**src/rtl/if_fetch_unit_if.sv**
```systemverilog
// Fetch-unit bus: instruction-memory req/gnt/rvalid channel plus the decode-side
// queue head and branch redirect. master = fetch unit, slave = memory/decode side.
interface if_fetch_unit_if;
  // imem: a request transfers on a cycle with imem_req & imem_gnt; imem_addr is held
  // stable while imem_req=1 and imem_gnt=0. Its data returns on a later imem_rvalid.
  // decode: the head entry transfers on a cycle with instr_valid & id_ready.
  logic        imem_req;
  logic [31:0] imem_addr;
  logic        imem_gnt;
  logic        imem_rvalid;
  logic [31:0] imem_rdata;
  logic        id_ready;
  logic        redirect_valid;
  logic [31:0] redirect_imm;
  logic [31:0] instruction;
  logic        instr_valid;
  logic [31:0] pc_out;

  modport master (
    output imem_req, imem_addr, instruction, instr_valid, pc_out,
    input  imem_gnt, imem_rvalid, imem_rdata, id_ready, redirect_valid, redirect_imm
  );

  modport slave (
    input  imem_req, imem_addr, instruction, instr_valid, pc_out,
    output imem_gnt, imem_rvalid, imem_rdata, id_ready, redirect_valid, redirect_imm
  );
endinterface

```
**src/rtl/if_fetch_unit.sv**
```systemverilog
// Instruction-fetch stage: owns the PC, one outstanding imem read, 2-entry queue to decode.
// Define IF_PERF_COUNTERS_EN to add saturating fetch_cnt / flush_cnt outputs.
module if_fetch_unit #(
  parameter logic [31:0] RESET_PC  = 32'h0000_0000,
  parameter int          BUF_DEPTH = 2
) (
  input  logic            clk,
  input  logic            reset,
  if_fetch_unit_if.master bus,
  output logic [1:0]      dbg_state
`ifdef IF_PERF_COUNTERS_EN
  ,
  output logic [31:0]     fetch_cnt,
  output logic [31:0]     flush_cnt
`endif
);
  typedef enum logic [1:0] {
    S_IDLE = 2'd0,
    S_REQ  = 2'd1,
    S_WAIT = 2'd2,
    S_DROP = 2'd3
  } state_t;

  localparam logic [1:0] DEPTH = 2'(BUF_DEPTH);

  state_t      state;
  logic [31:0] fetch_pc;
  logic [31:0] fetch_addr;
  logic [31:0] q_instr [2];
  logic [31:0] q_pc    [2];
  logic        rd_ptr;
  logic        wr_ptr;
  logic [1:0]  count;

  logic        instr_valid;
  logic        take;
  logic        push;
  logic        pop;
  logic [1:0]  count_next;
  logic        room;
  logic [31:0] target;
  logic        unused_imm_hi;

  assign instr_valid   = (count != 2'd0);
  assign unused_imm_hi = ^bus.redirect_imm[31:30];

  // Redirect outranks both the returning word and a decode pop.
  always_comb begin
    take       = bus.redirect_valid & instr_valid;
    push       = (state == S_WAIT) & bus.imem_rvalid & ~take;
    pop        = instr_valid & bus.id_ready & ~take;
    count_next = count + {1'b0, push} - {1'b0, pop};
    room       = (count_next < DEPTH);
    target     = q_pc[rd_ptr] + 32'd4 + {bus.redirect_imm[29:0], 2'b00};
  end

  always_ff @(posedge clk or posedge reset) begin
    if (reset) begin
      state      <= S_IDLE;
      fetch_pc   <= RESET_PC;
      fetch_addr <= RESET_PC;
      rd_ptr     <= 1'b0;
      wr_ptr     <= 1'b0;
      count      <= 2'd0;
      for (int i = 0; i < 2; i++) begin
        q_instr[i] <= '0;
        q_pc[i]    <= '0;
      end
    end else begin
      if (push) begin
        q_instr[wr_ptr] <= bus.imem_rdata;
        q_pc[wr_ptr]    <= fetch_addr;
        wr_ptr          <= ~wr_ptr;
      end

      if (take) begin
        count  <= 2'd0;
        rd_ptr <= 1'b0;
        wr_ptr <= 1'b0;
      end else begin
        count <= count_next;
        if (pop) rd_ptr <= ~rd_ptr;
      end

      if (take)
        fetch_pc <= target;
      else if (state == S_REQ && bus.imem_gnt)
        fetch_pc <= fetch_pc + 32'd4;

      if (state == S_REQ && bus.imem_gnt)
        fetch_addr <= fetch_pc;

      case (state)
        S_IDLE: if (!take && room) state <= S_REQ;
        S_REQ: begin
          if (bus.imem_gnt)  state <= take ? S_DROP : S_WAIT;
          else if (take)     state <= S_IDLE;
        end
        S_WAIT: begin
          if (bus.imem_rvalid) state <= (!take && room) ? S_REQ : S_IDLE;
          else if (take)       state <= S_DROP;
        end
        // Response of a wrong-path request still owed by memory; swallow it.
        S_DROP: if (bus.imem_rvalid) state <= S_IDLE;
        default: state <= S_IDLE;
      endcase
    end
  end

`ifdef IF_PERF_COUNTERS_EN
  always_ff @(posedge clk or posedge reset) begin
    if (reset) begin
      fetch_cnt <= '0;
      flush_cnt <= '0;
    end else begin
      if (push && fetch_cnt != 32'hFFFF_FFFF) fetch_cnt <= fetch_cnt + 32'd1;
      if (take && flush_cnt != 32'hFFFF_FFFF) flush_cnt <= flush_cnt + 32'd1;
    end
  end
`endif

  assign bus.imem_req    = (state == S_REQ);
  assign bus.imem_addr   = fetch_pc;
  assign bus.instruction = q_instr[rd_ptr];
  assign bus.pc_out      = q_pc[rd_ptr];
  assign bus.instr_valid = instr_valid;
  assign dbg_state       = state;
endmodule

```
**src/flat_wrapper.sv**
```systemverilog
// flat-port wrapper written by rule: the top's interface ports become plain ports
module if_fetch_unit_flat 
#(
  parameter logic [31:0] RESET_PC  = 32'h0000_0000,
  parameter int          BUF_DEPTH = 2
)
  (clk, reset, dbg_state, bus_imem_req, bus_imem_addr, bus_instruction, bus_instr_valid, bus_pc_out, bus_imem_gnt, bus_imem_rvalid, bus_imem_rdata, bus_id_ready, bus_redirect_valid, bus_redirect_imm);
  if_fetch_unit_if bus_i ();
  input  logic clk;
  input  logic reset;
  output logic [1:0] dbg_state;
  output wire logic [$bits(bus_i.imem_req)-1:0] bus_imem_req;
  output wire logic [$bits(bus_i.imem_addr)-1:0] bus_imem_addr;
  output wire logic [$bits(bus_i.instruction)-1:0] bus_instruction;
  output wire logic [$bits(bus_i.instr_valid)-1:0] bus_instr_valid;
  output wire logic [$bits(bus_i.pc_out)-1:0] bus_pc_out;
  input wire logic [$bits(bus_i.imem_gnt)-1:0] bus_imem_gnt;
  input wire logic [$bits(bus_i.imem_rvalid)-1:0] bus_imem_rvalid;
  input wire logic [$bits(bus_i.imem_rdata)-1:0] bus_imem_rdata;
  input wire logic [$bits(bus_i.id_ready)-1:0] bus_id_ready;
  input wire logic [$bits(bus_i.redirect_valid)-1:0] bus_redirect_valid;
  input wire logic [$bits(bus_i.redirect_imm)-1:0] bus_redirect_imm;
  assign bus_imem_req = bus_i.imem_req;
  assign bus_imem_addr = bus_i.imem_addr;
  assign bus_instruction = bus_i.instruction;
  assign bus_instr_valid = bus_i.instr_valid;
  assign bus_pc_out = bus_i.pc_out;
  assign bus_i.imem_gnt = bus_imem_gnt;
  assign bus_i.imem_rvalid = bus_imem_rvalid;
  assign bus_i.imem_rdata = bus_imem_rdata;
  assign bus_i.id_ready = bus_id_ready;
  assign bus_i.redirect_valid = bus_redirect_valid;
  assign bus_i.redirect_imm = bus_redirect_imm;
  if_fetch_unit #(.RESET_PC(RESET_PC), .BUF_DEPTH(BUF_DEPTH)) u_core (.clk(clk), .reset(reset), .bus(bus_i), .dbg_state(dbg_state));
endmodule
```
**config.mk**
```make
export PLATFORM = sky130hd
export DESIGN_NAME = if_fetch_unit_flat
export DESIGN_NICKNAME = d
export VERILOG_FILES = /design/src/rtl/if_fetch_unit_if.sv /design/src/rtl/if_fetch_unit.sv /design/src/flat_wrapper.sv
export SDC_FILE = /design/constraint.sdc
export NUM_CORES = 1
export LEC_CHECK = 0
export BUFFER_PORTS_ARGS = -buffer_cell sky130_fd_sc_hd__buf_2
export CELL_PAD_IN_SITES_DETAIL_PLACEMENT = 0
export CELL_PAD_IN_SITES_GLOBAL_PLACEMENT = 2
export CORE_ASPECT_RATIO = 1.2
export CORE_MARGIN = 2
export CORE_UTILIZATION = 40
export CTS_CLUSTER_DIAMETER = 100
export DETAILED_ROUTE_END_ITERATION = 7
export GPL_ROUTABILITY_DRIVEN = 0
export GPL_TIMING_DRIVEN = 0
export PLACE_DENSITY = 0.85
export SYNTH_ARGS = -nofsm -noshare
export SYNTH_HDL_FRONTEND = slang
export SYNTH_SLANG_ARGS = --single-unit
```
**constraint.sdc**
```tcl
create_clock -name clk -period 10.8 [get_ports clk]
set_clock_uncertainty 0.1 [all_clocks]
set_input_delay 1.08 -clock clk [delete_from_list [all_inputs] [get_ports clk]]
set_output_delay 1.08 -clock clk [all_outputs]
set_load 0.05 [all_outputs]
```
# Word-level counts from Yosys, hierarchy flattened
# Index checks and enable logic that the tools add are counted.
# word_totals
wordCells	72
register_bits	198
out_inout_bits	100
inputBits	70
# op_classes
n_bitwise	10
eq_ne	7
n_mux	26
add_sub_neg	5
n_reduce_logical	10
magnitude_cmp	4
# ops
op	n
2-to-1 mux 32 bit	9
bitwise mux 64 bit	2
adder 32 x 3 -> 32 bit (second input constant)	2
adder 32 bit	1
demux 32 bit (select 1 bit)	1
2-to-1 mux 2 bit	7
one-hot mux 2 bit (4 select lines)	1
nonzero test 2 bit	4
2-to-1 mux 1 bit	6
bitwise AND 1 bit	5
equality test 2 bit (second input constant)	2
greater-or-equal comparator 2 bit (second input constant)	2
inverter 1 -> 2 bit	2
AND reduction 4 bit	1
logical AND 1 bit	3
!= test 3 x 1 -> 1 bit (second input constant)	1
!= test 3 x 2 -> 1 bit (second input constant)	1
inverter 1 bit	3
adder 2 x 1 -> 2 bit	1
equality test 2 x 1 -> 1 bit (second input constant)	1
zero test 2 bit	1
< comparator 2 x 1 -> 1 bit (second input constant)	1
< comparator 2 bit (second input constant)	1
!= test 2 x 1 -> 1 bit (second input constant)	1
3 further kinds	3

# Longest topological paths before layout
# Gate-level depths: netlist of run 1.
# depth
depth_word	11
mapped_depth	13
ltp_nobuf	11

# Worst setup path before layout of run 1
# Ideal clock, no wire load.
# synth_path
path_kind	register to register
start	register u_core.rd_ptr
end	register u_core.fetch_pc[25], in the netlist u_core.bus.imem_addr[25]
path_stages_with_launch	13
path_buffers	2
setup_ps	86
required_ps	10614
setup_slack_ps	6879
arrival_time_ps	3735
period_less_slack_ps	3921
cell_sequence	dfrtp_1 clkbuf_1 clkbuf_1 mux2_2 ha_1 ha_1 fa_1 a21o_1 a221o_1 a31oi_1 o31ai_1 and4_1 nor3_1
# synth_between
elab_chain_cells	7
# synth_rtl
element	line_no	text
start: declaration	if_fetch_unit.sv:31	logic rd_ptr;
start signal: assignment	if_fetch_unit.sv:82	if (pop) rd_ptr <= ~rd_ptr;
inverter 1 -> 2 bit	n/a	
2-to-1 mux 32 bit (3 in a row)	n/a	
via bus_pc_out[3]	flat_wrapper.sv:16	output wire logic [$bits(bus_i.pc_out)-1:0] bus_pc_out;
adder 32 x 3 -> 32 bit	if_fetch_unit.sv:54	target = q_pc[rd_ptr] + 32'd4 + {bus.redirect_imm[29:0], 2'b00};
adder 32 bit	if_fetch_unit.sv:54	
2-to-1 mux 32 bit	if_fetch_unit.sv:85	if (take)
end signal: assignment	if_fetch_unit.sv:86	fetch_pc <= target;
end signal: assignment	if_fetch_unit.sv:88	fetch_pc <= fetch_pc + 32'd4;
end: declaration	if_fetch_unit.sv:27	logic [31:0] fetch_pc;
# The timed path passes the listed nets, and every way through them passes these cells. The select of a mux whose other input is x is not followed.
# A chain may end at the register's enable or synchronous reset.

# Worst setup path after layout of run 1
# layout_path
start	register u_core.rd_ptr
end	register u_core.fetch_pc[25], in the netlist u_core.bus.imem_addr[25]
# layout_between
elab_chain_cells	7
# layout_rtl
element	line_no
inverter 1 -> 2 bit (not written as such)	if_fetch_unit.sv:54
2-to-1 mux 32 bit (not written as such) (3 in a row)	if_fetch_unit.sv:54
adder 32 x 3 -> 32 bit	if_fetch_unit.sv:54
adder 32 bit	if_fetch_unit.sv:54
2-to-1 mux 32 bit	if_fetch_unit.sv:85
# No other way between the ends. The select of a mux whose other input is x is not followed.

==> summary.txt, run 1 <==
Clock tree
  – Cts hold-fix bufs: 0
  – Clock Latency Late Sink: 450 ps
  – CTS Sinks: slightly below 200
  – CTS resizes: 0
  – Worst-path clk slew: 80 ps
  – CTS H-tree depth: 4
  – CTS tree: yes
  – Root buffer cell: clkbuf_16
  – # Post-CTS Setup Buffers: 0
  – CTS buffer count: 17
  – Clk buf depth: 2

Run status
  – Status: complete, no violations

Layout
  – Fraction of layout cells with a size suffix above 1: 0.3546
  – Fin nets: between 1,000 and 1,500
  – Area Overhead vs Synth: 17.34%
  – ANT cells: 0

Detailed routing
  – DRC: 0
  – Number of vias per cell: between 5 and 6
  – Post-DRT Antenna Nets: 0
  – WL/cell: around 19 um
  – Via Count: about 8,000
  – 1st-pass router iterations: 4
  – DRT iter0 DRCs: ~340
  – Post-Route WL: between 20,000 and 30,000 um

STA
  – Final Hold Violating Endpoints: 0
  – Fin. max-slew vios: 0
  – Fmax achieved: 214.3 MHz
  – Period utilization: 0.4320
  – Worst slew pin tran: 934.9 ps
  – RSZ-0062 raised after global routing: false
  – Total negative slack: 0 ps
  – Final min period: 4665 ps
  – Final Setup Violations: 0
  – Slew HR: 0.3734
  – Setup ws final: slightly above 6000 ps

Floorplan
  – Die Area: about 28,000 um^2
  – Core Region: ~26,000 um^2
  – Initial Util: 0.4090
  – Top Ports: between 150 and 200
  – Die height: between 150 and 200 um
  – Row cnt: 65
  – Die Wd: 154.1 um

Worst setup path
  – Crit path kind: flop to flop
  – Worst Path Buf+Inv: 2
  – Top delay family on crit path: compound AO/OA/AOI/OAI gates
  – WP data arrival: between 4000 and 5000 ps
  – Critical Path RT: between 10,000 and 15,000 ps
  – Critical path startpoint category: flop
  – CP max stage cell: clkbuf_1
  – Worst Path Max Fanout: 10
  – Crit end category: flop
  – Critical Path Max Stage Delay: roughly 640 ps
  – Critical path, cell by cell: clkbuf_1 -> clkbuf_1 -> mux2_2 -> ha_1 -> ha_1 -> fa_1 -> a21o_1 -> a221o_1 -> a31oi_1 -> o31ai_1 -> and4_1 -> nor3_1
  – R2R setup slack: about 6000 ps

Logic synthesis
  – Cell count after synthesis: approximately 970
  – Synthesis-stage register bit count: ~200
  – Synthesized Nets: 1,104
  – Cell Area, Synth: between 10,000 and 15,000 um^2
  – Distinct cells, synth: 67
  – Most used DFF post-synth: dfrtp_1
  – Ys async rst share: 1.000
  – Most common library cells after synthesis: dfrtp_1, mux2_2, nand2_1, ha_1, a21oi_1
  – Post-synth EDFFs: 0
  – Count leader, synth: dfrtp_1
  – Top cells by area, synth: dfrtp_1, mux2_2, ha_1
  – Top-area cell type share of the netlist area: 0.4583
  – Yosys warns: 0
  – Avg Cell Area, Syn: about 11 um^2
  – Cell taking the most area after synthesis: dfrtp_1
  – Sequential-to-total area share from yosys stat: 0.4583

GRT
  – First-pass GRT wire length: between 40,000 and 50,000 um
  – Total GRT Usage: 0.2031
  – Grt peak-use layer: met2
  – Initial antenna violation count: 0
  – GRT overflow: 0
  – Met2 Usage GRT: 0.3485
  – Vias in the first global route: about 8,300
  – Maximum number of pins on one net before global-route repair: 120
  – Met3 GRT Util: 0.03268
  – GRT met1 Usage: 0.2698

Place
  – DP Wirelength: about 21,000 um
  – Port Buf Inserts: between 150 and 200
  – Post-Place Worst Slack: between 6000 and 7000 ps

Job
  – Max Cap Viol: 0

Pwr
  – Peak supply drop: 0.1651 mV
  – Power Density: around 360 nW/um^2
  – Lkg Pwr: 6.264 nW

Min path
  – Min-delay worst type: flop to flop
==> per-layer routing <==
metal | vias to the layer above | share of wire
met3 | 27 | 0.034
met5 | - | 0
met2 | 142 | 0.50
met4 | 0 | 0.013
met1 | 3947 | 0.45
li1 | 3834 | -
==> tightest hold or removal path, delay by kind of cell (launching register included) <==
| kind | cells | cell delay [ps] |
|---|---|---|
| flops | 1 | 360 |
| simple gates | 2 | 100 |
==> power breakdown <==
part,internal [mW],switching [mW]
Sequential,1.07,0.252
Combinational,0.894,1.69
Clock,0.330,0.321
==> worst paths after layout <==
| kind | start | to | depth (start not counted) |
|---|---|---|---|
| worst min register to register | u_core.fetch_addr[3]$_DFFE_PP0P_ | u_core.fetch_addr[3]$_DFFE_PP0P_ | 2 |
| worst max register to register | u_core.rd_ptr$_DFFE_PP0P_ | u_core.bus.imem_addr[25]$_DFFE_PP0P_ | 12 |
| worst min-delay path | u_core.fetch_addr[3]$_DFFE_PP0P_ | u_core.fetch_addr[3]$_DFFE_PP0P_ | 2 |
| max in group asynchronous | reset | u_core.q_pc[47]$_DFFE_PP0P_ | 3 |
| min in group asynchronous | reset | u_core.q_instr[12]$_DFFE_PP0P_ | 2 |
| worst max-delay path | u_core.rd_ptr$_DFFE_PP0P_ | u_core.bus.imem_addr[25]$_DFFE_PP0P_ | 12 |
==> area by class of cell <==
class | count | area [um^2]
fill | 2482 | 13750
clock inverter | 14 | 155.1
sequential | 198 | 4955
multi-input combinational | 710 | 5588
timing repair buffer | 168 | 863.3
tap | 335 | 419.2
inverter | 20 | 82.58
buffer | 45 | 193.9
clock buffer | 18 | 429.2
==> state kept, by name, indices dropped and copies added, names as in the netlist <==
name / flops
u_core.bus.imem_addr: 32
u_core.q_instr: 64
u_core.dbg_state: 2
u_core.rd_ptr: 1
u_core.count: 2
u_core.q_pc: 64
u_core.fetch_addr: 32
u_core.wr_ptr: 1
==> kinds of logic after synthesis <==
group | Yosys count | share of synthesized area
simple gates | 270 | 0.1185
flops | 198 | 0.4583
mux | 199 | 0.2063
fa+ha+maj | 61 | 0.07129
buf+inv | 65 | 0.02488
xor+xnor | 49 | 0.03969
compound gates | 131 | 0.08101
==> cell usage in the layout (no fill, tap or decap), types with 8 or more instances in the layout <==
cell	count
xor2_1	19
xnor2_1	30
dfrtp_1	198
nand4_1	17
o21ai_0	28
and3_1	11
nor2_1	34
clkbuf_1	26
buf_2	181
inv_1	19
nor3_1	10
and2_1	8
nand2_1	141
a21o_1	12
ha_1	60
mux2i_1	8
a21oi_1	36
mux2_2	187
nand3_1	13
clkbuf_16	17
==> per-stage QoR <==
step                area [um^2]  total power, mW  hold WS (ps)  cells  utilization
floorplan                 10810            3.287         354.1    973            -
global placement          12070            3.907         363.5   1475       0.4565
detailed placement        12100            3.936         376.1   1476       0.4578
CTS                       12690            4.600         393.9   1508       0.4800
global route              12690            4.871         417.4   1508       0.4800
finish                    12690            4.560         392.0   1508       0.4800
(Power assumes the default switching activity.)
==> run 2: changes to the inputs <==
CORE_UTILIZATION = 37   (was 40)
PLACE_DENSITY = 0.8   (was 0.85)
clock period = 4.3 ns   (was 10.8 ns; I/O delays follow)
==> run 2 against run 1 <==
  * Largest cell class unchanged
  * Critical path depth is 1 lower
  * Power grew to 2.5 times the previous value
  * Utilization is 3.4 points lower
  * Global-route usage is 0.55 points lower
  * Sequential cell count stayed put
  * Die area is 7.9% higher
  * Hold slack worse by 270 ps
  * Non-clock buffer count is 4 higher
  * Setup slack worse by 6000 ps
  * Clock-buffer cell count stayed put
  * Wire length is 2.1% higher
==> summary.txt, run 2 (synthesis gave the netlist of run 1 again) <==
Detailed routing
  – Post-DRT Antenna Nets: 0
  – DRT iter0 DRCs: between 400 and 500
  – Number of vias per cell: between 5 and 6
  – DRC: 0
  – 1st-pass router iterations: 5
  – Via Count: approximately 8,000
  – WL/cell: 18.59 um
  – Post-Route WL: 29,030 um

Place
  – Post-Place Cell Area: 12,230 um^2
  – DP Wirelength: roughly 22,000 um
  – Port Buf Inserts: 167
  – Post-Place Worst Slack: -446.5 ps

Floorplan
  – Die height: between 150 and 200 um
  – Row cnt: 68
  – Core Region: about 29,000 um^2
  – Die Area: between 30,000 and 40,000 um^2
  – Initial Util: 0.3760
  – Die Wd: about 160 um
  – Top Ports: 170

Worst setup path
  – Top delay family on crit path: compound AO/OA/AOI/OAI gates
  – Worst Reg2Reg Path Length in Cells: 11
  – WP data arrival: about 4400 ps
  – R2r startpoint: u_core.rd_ptr$_DFFE_PP0P_
  – CP max stage cell: dfrtp_2
  – Worst path most repeated cell: ha_1
  – Crit path kind: flop to flop
  – Critical path, cell by cell: clkbuf_2 -> mux2_2 -> ha_1 -> ha_1 -> fa_1 -> a21o_1 -> a221o_1 -> a31oi_1 -> o31ai_1 -> and4_1 -> nor3_1
  – Reg2reg end: u_core.bus.imem_addr[25]$_DFFE_PP0P_
  – Worst Path Max Fanout: 11
  – R2R setup slack: 170 ps
  – Critical path startpoint category: flop
  – Critical Path Max Stage Delay: approximately 530 ps
  – Critical Path RT: ~4600 ps
  – Worst Path Buf+Inv: 1
  – Crit end category: flop

Layout
  – Seq. cell area: about 5000 um^2
  – Most frequent cells in the layout: dfrtp_1, mux2_2, buf_2
  – Fin nets: around 1,300
  – Area Overhead vs Synth: 18.55%
  – Biggest regs: u_core.q_instr: 64 flops, u_core.q_pc: 64 flops
  – Design area: 12,820 um^2
  – Layout fillers: 2,877
  – Area of the multi-input gates: roughly 5600 um^2
  – Commonest non-fill, non-tap cell in the layout: dfrtp_1
  – Fraction of layout cells with a size suffix above 1: 0.3605

Pwr
  – Clock Power Share: 0.140
  – Peak supply drop: around 0.40 mV
  – Switching Share: 0.4956
  – Lkg Pwr: 6.302 nW
  – Power Density: between 800 and 900 nW/um^2
  – Int Power: around 5.8 mW
  – Sequential share of power: 0.291
  – Gate power share: 0.569
  – Sw Pwr: ~5.7 mW

Min path
  – Hold Startpoint: bus_imem_rdata[24]
  – Min-delay worst type: primary input to flop
  – Hold Path Sink: u_core.q_instr[56]$_DFFE_PP0P_
  – Hold Path Depth: 2

STA
  – Worst slew pin tran: between 900 and 1000 ps
  – Final Hold Violating Endpoints: 0
  – Setup ws final: around 170 ps
  – Final Setup Violations: 0
  – Period utilization: 0.9594
  – Final min period: ~4100 ps
  – Fmax achieved: about 240 MHz
  – RSZ-0062 raised after global routing: false
  – Slew HR: 0.3585
  – Fin. max-slew vios: 0

Clock tree
  – Clock Latency Late Sink: 450 ps
  – CTS buffer count: 17
  – Root buffer cell: clkbuf_16
  – Worst-path clk slew: ~80 ps
  – # Post-CTS Setup Buffers: 0
  – CTS tree: yes
  – CTS H-tree depth: 4
  – Clk buf depth: 2
  – CTS Sinks: between 150 and 200

GRT
  – Maximum number of pins on one net before global-route repair: 39
  – Met2 Usage GRT: 0.3382
  – GRT overflow: 0
  – First-pass GRT wire length: approximately 47,000 um
  – Met3 GRT Util: 0.03493
  – Vias in the first global route: roughly 8,400
  – GRT met1 Usage: 0.2621
  – Total GRT Usage: 0.1976
  – Grt peak-use layer: met2
  – Initial antenna violation count: 0

Job
  – Max Cap Viol: 0

Run status
  – Status: complete, no violations
## run 2: cell types whose count changed in the layout (fill, tap and decap cells not counted)
| cell | change |
|---|---|
| dlygate4sd3_1 | +1 |
| buf_1 | -1 |
| clkbuf_1 | -4 |
| dfrtp_2 | +1 |
| buf_2 | +1 |
| inv_6 | +1 |
| inv_8 | -4 |
| buf_12 | +5 |
| clkinv_4 | +2 |
| clkbuf_2 | +3 |
| buf_16 | -1 |
| dfrtp_1 | -1 |
| diode_2 | +1 |
## run 2: final cells by class
cell class                 count  share of cell area
multi-input combinational    710              0.4360
tap                          385             0.03758
antenna                        1           0.0001952
inverter                      20            0.006150
clock buffer                  18             0.03348
clock inverter                13             0.01093
sequential                   198              0.3867
timing repair buffer         173             0.07380
buffer                        44             0.01523
## run 2: through the flow
step / TNS [ps] / hold WS, ps / util / total power, mW / std cells
CTS: 0 / 103.2 / 0.4456 / 11.56 / 1561
finish: 0 / 120.3 / 0.4457 / 11.44 / 1562
floorplan: 0 / 354.1 / - / 8.257 / 973
detailed placement: -3699 / 379.8 / 0.4254 / 9.914 / 1530
global route: 0 / 109.0 / 0.4456 / 12.27 / 1561
global placement: -26050 / 363.0 / 0.4219 / 9.840 / 1525
## run 2: per-layer routing
metal  part of all wire  vias up
li1                   -     3843
met4              0.011        0
met2               0.49      182
met3              0.041       19
met5                  0        -
met1               0.46     3974
## run 2: worst max-delay path by stage
stage | slack, ps | cells after the start | start | endpoint
finish | 170 | 11 | u_core.rd_ptr$_DFFE_PP0P_ | u_core.bus.imem_addr[25]$_DFFE_PP0P_
global route | 0.4 | 11 | u_core.rd_ptr$_DFFE_PP0P_ | u_core.bus.imem_addr[25]$_DFFE_PP0P_
CTS | 120 | 11 | u_core.rd_ptr$_DFFE_PP0P_ | u_core.bus.imem_addr[25]$_DFFE_PP0P_
detailed placement | -450 | 12 | u_core.rd_ptr$_DFFE_PP0P_ | u_core.bus.imem_addr[25]$_DFFE_PP0P_
global placement | -460 | 12 | u_core.rd_ptr$_DFFE_PP0P_ | u_core.bus.imem_addr[25]$_DFFE_PP0P_
floorplan | 380 | 12 | u_core.rd_ptr$_DFFE_PP0P_ | u_core.bus.imem_addr[25]$_DFFE_PP0P_
## run 2: power by group through the flow
stage               Clock, mW  Combinational, mW  Sequential [mW]
finish                   1.60               6.51             3.33
global route             1.72               7.08             3.48
CTS                      1.64               6.57             3.34
detailed placement          0               6.55             3.36
global placement            0               6.51             3.33
floorplan                   0               4.60             3.66
## run 2: repair_timing
action | 4_1_cts | 5_1_grt
setup endpoints to repair | 17 | 0
hold buffers | 1 | 0
gates resized for setup | 5 | 0
hold endpoints to repair | 23 | 0
==> run 3: changes to the inputs <==
CELL_PAD_IN_SITES_DETAIL_PLACEMENT = default   (was 0)
CELL_PAD_IN_SITES_GLOBAL_PLACEMENT = default   (was 2)
CORE_UTILIZATION = 58   (was 37)
PLACE_DENSITY = 0.81   (was 0.8)
==> run 3 against run 2 <==
  * Final cell count fell by 10%
  * Critical endpoint is now u_core.bus.imem_addr[23]$_DFFE_PP0P_
  * Clock-buffer cell count did not move
  * Maximum frequency rose by 0.48%
  * Die area fell by 35%
  * Sequential share of layout area rose by 0.50 points
  * Largest cell class unchanged
  * Utilization rose by 25 points
  * Global-route usage rose by 7.6 points
  * Via count rose by 4.4%
==> summary.txt, run 3 (synthesis gave the netlist of run 1 again) <==
Clock tree
  – CTS H-tree depth: 4
  – Root buffer cell: clkbuf_16
  – CTS Sinks: 198
  – # Post-CTS Setup Buffers: 0
  – CTS buffer count: 17
  – Clk buf depth: 2
  – CTS tree: yes
  – Clock Latency Late Sink: about 440 ps
  – Worst-path clk slew: 70 ps

STA
  – Slew HR: 0.4953
  – Worst slew pin tran: roughly 750 ps
  – RSZ-0062 raised after global routing: false
  – Total negative slack: 0 ps
  – Final Hold Violating Endpoints: 0
  – Fin. max-slew vios: 0
  – Final Setup Violations: 0
  – Final min period: a little over 4000 ps
  – Period utilization: 0.9549
  – Setup ws final: 194.1 ps
  – Fmax achieved: 243.6 MHz

Layout
  – Fin nets: approximately 1,300
  – Area of the multi-input gates: 5594 um^2
  – Fraction of layout cells with a size suffix above 1: 0.3628
  – Seq. cell area: slightly below 5000 um^2
  – Area Overhead vs Synth: 17.05%
  – ANT cells: 0
  – Biggest regs: u_core.q_instr: 64 flops, u_core.q_pc: 64 flops
  – Commonest non-fill, non-tap cell in the layout: dfrtp_1
  – Most frequent cells in the layout: dfrtp_1, mux2_2, buf_2
  – Layout fillers: approximately 1,400
  – Layout Cells excl Fill: 1,401

Detailed routing
  – Post-DRT Antenna Nets: 0
  – WL/cell: roughly 19 um
  – Post-Route WL: 26,500 um
  – DRT iter0 DRCs: between 500 and 600
  – DRC: 0
  – 1st-pass router iterations: 7
  – Via Count: around 8,400
  – Number of vias per cell: 5.972

Floorplan
  – Die height: 153.6 um
  – Row cnt: 54
  – Core Region: 18,240 um^2
  – Top Ports: 170
  – Die Wd: 128.6 um
  – Initial Util: 0.5927
  – Die Area: roughly 20,000 um^2

Run status
  – Status: complete, no violations

Min path
  – Min-delay worst type: primary input to flop

Worst setup path
  – Critical path, cell by cell: clkbuf_2 -> mux2_2 -> ha_1 -> ha_1 -> fa_1 -> a21o_1 -> a221o_1 -> a22o_1 -> o22ai_1 -> xor2_1 -> a21oi_1
  – Critical Path Max Stage Delay: ~580 ps
  – Worst path most repeated cell: ha_1
  – Critical Path RT: between 4000 and 5000 ps
  – Top delay family on crit path: compound AO/OA/AOI/OAI gates
  – Crit path kind: flop to flop
  – Worst Path Max Fanout: 11
  – CP max stage cell: dfrtp_2
  – Critical path startpoint category: flop
  – Worst Path Buf+Inv: 1
  – Crit end category: flop
  – WP data arrival: 4300 ps

GRT
  – Vias in the first global route: around 8,400
  – Total GRT Usage: 0.2736
  – GRT overflow: 0
  – Maximum number of pins on one net before global-route repair: 44
  – Initial antenna violation count: 0
  – First-pass GRT wire length: ~43,000 um

Place
  – DP Wirelength: between 15,000 and 20,000 um
  – Post-Place Worst Slack: -548.8 ps
  – Placed cell count: ~1,400
  – Port Buf Inserts: between 150 and 200

Job
  – Max Cap Viol: 0
run 3: routing by layer:
| layer | vias up | track usage | part of all wire |
|---|---|---|---|
| li1 | 3855 | - | - |
| met1 | 4180 | 0.3400 | 0.41 |
| met2 | 270 | 0.4764 | 0.51 |
| met3 | 62 | 0.04349 | 0.051 |
| met4 | 0 | 0.1082 | 0.031 |
| met5 | - | 0 | 0 |
run 3: final timing paths:
| check | from | endpoint | slack (ps) | depth (start not counted) |
|---|---|---|---|---|
| setup / recovery | u_core.rd_ptr$_DFFE_PP0P_ | u_core.bus.imem_addr[23]$_DFFE_PP0P_ | 190 | 11 |
| min in group asynchronous | reset | u_core.q_instr[7]$_DFFE_PP0P_ | 370 | 3 |
| max in group asynchronous | reset | u_core.q_pc[42]$_DFFE_PP0P_ | 3000 | 5 |
| hold / removal | bus_imem_rdata[31] | u_core.q_instr[63]$_DFFE_PP0P_ | 140 | 2 |
| setup reg to reg | u_core.rd_ptr$_DFFE_PP0P_ | u_core.bus.imem_addr[23]$_DFFE_PP0P_ | 190 | 11 |
| hold reg to reg | u_core.q_pc[51]$_DFFE_PP0P_ | u_core.q_pc[51]$_DFFE_PP0P_ | 390 | 1 |
run 3: final cells by class:
class,instances,share of cell area
Clock inverter,14,0.01305
Sequential cell,198,0.3916
Tap cell,224,0.02215
Buffer,44,0.01542
Inverter,20,0.006229
Multi-Input combinational cell,710,0.4421
Clock buffer,18,0.03470
Timing Repair Buffer,173,0.07475
run 3: timing repair:
| item | CTS | global route |
|---|---|---|
| endpoints found under the setup margin | 20 | 8 |
| hold endpoints to repair | 1 | 0 |
| resized for setup | 4 | 3 |
| hold buffers | 1 | 0 |
run 3: worst reg2reg max path, stage by stage (launching register included):
cell	delay, ps
dfrtp_2	580
clkbuf_2	380
mux2_2	420
ha_1	300
ha_1	240
fa_1	410
a21o_1	190
a221o_1	420
a22o_1	310
o22ai_1	350
xor2_1	190
a21oi_1	80
run 3: stage by stage:
| stage | cell area, um^2 | util | hold slack (ps) |
|---|---|---|---|
| after floorplan | 10820 | - | 354.1 |
| after global placement | 11930 | 0.6540 | 364.4 |
| after detailed placement | 12030 | 0.6595 | 242.6 |
| after CTS | 12650 | 0.6933 | 124.4 |
| after global routing | 12650 | 0.6937 | 123.3 |
| final | 12650 | 0.6937 | 135.3 |
Power of run 3 is not shown: default switching activity piles up to over one toggle a cycle in this logic, so the estimate is an artifact.
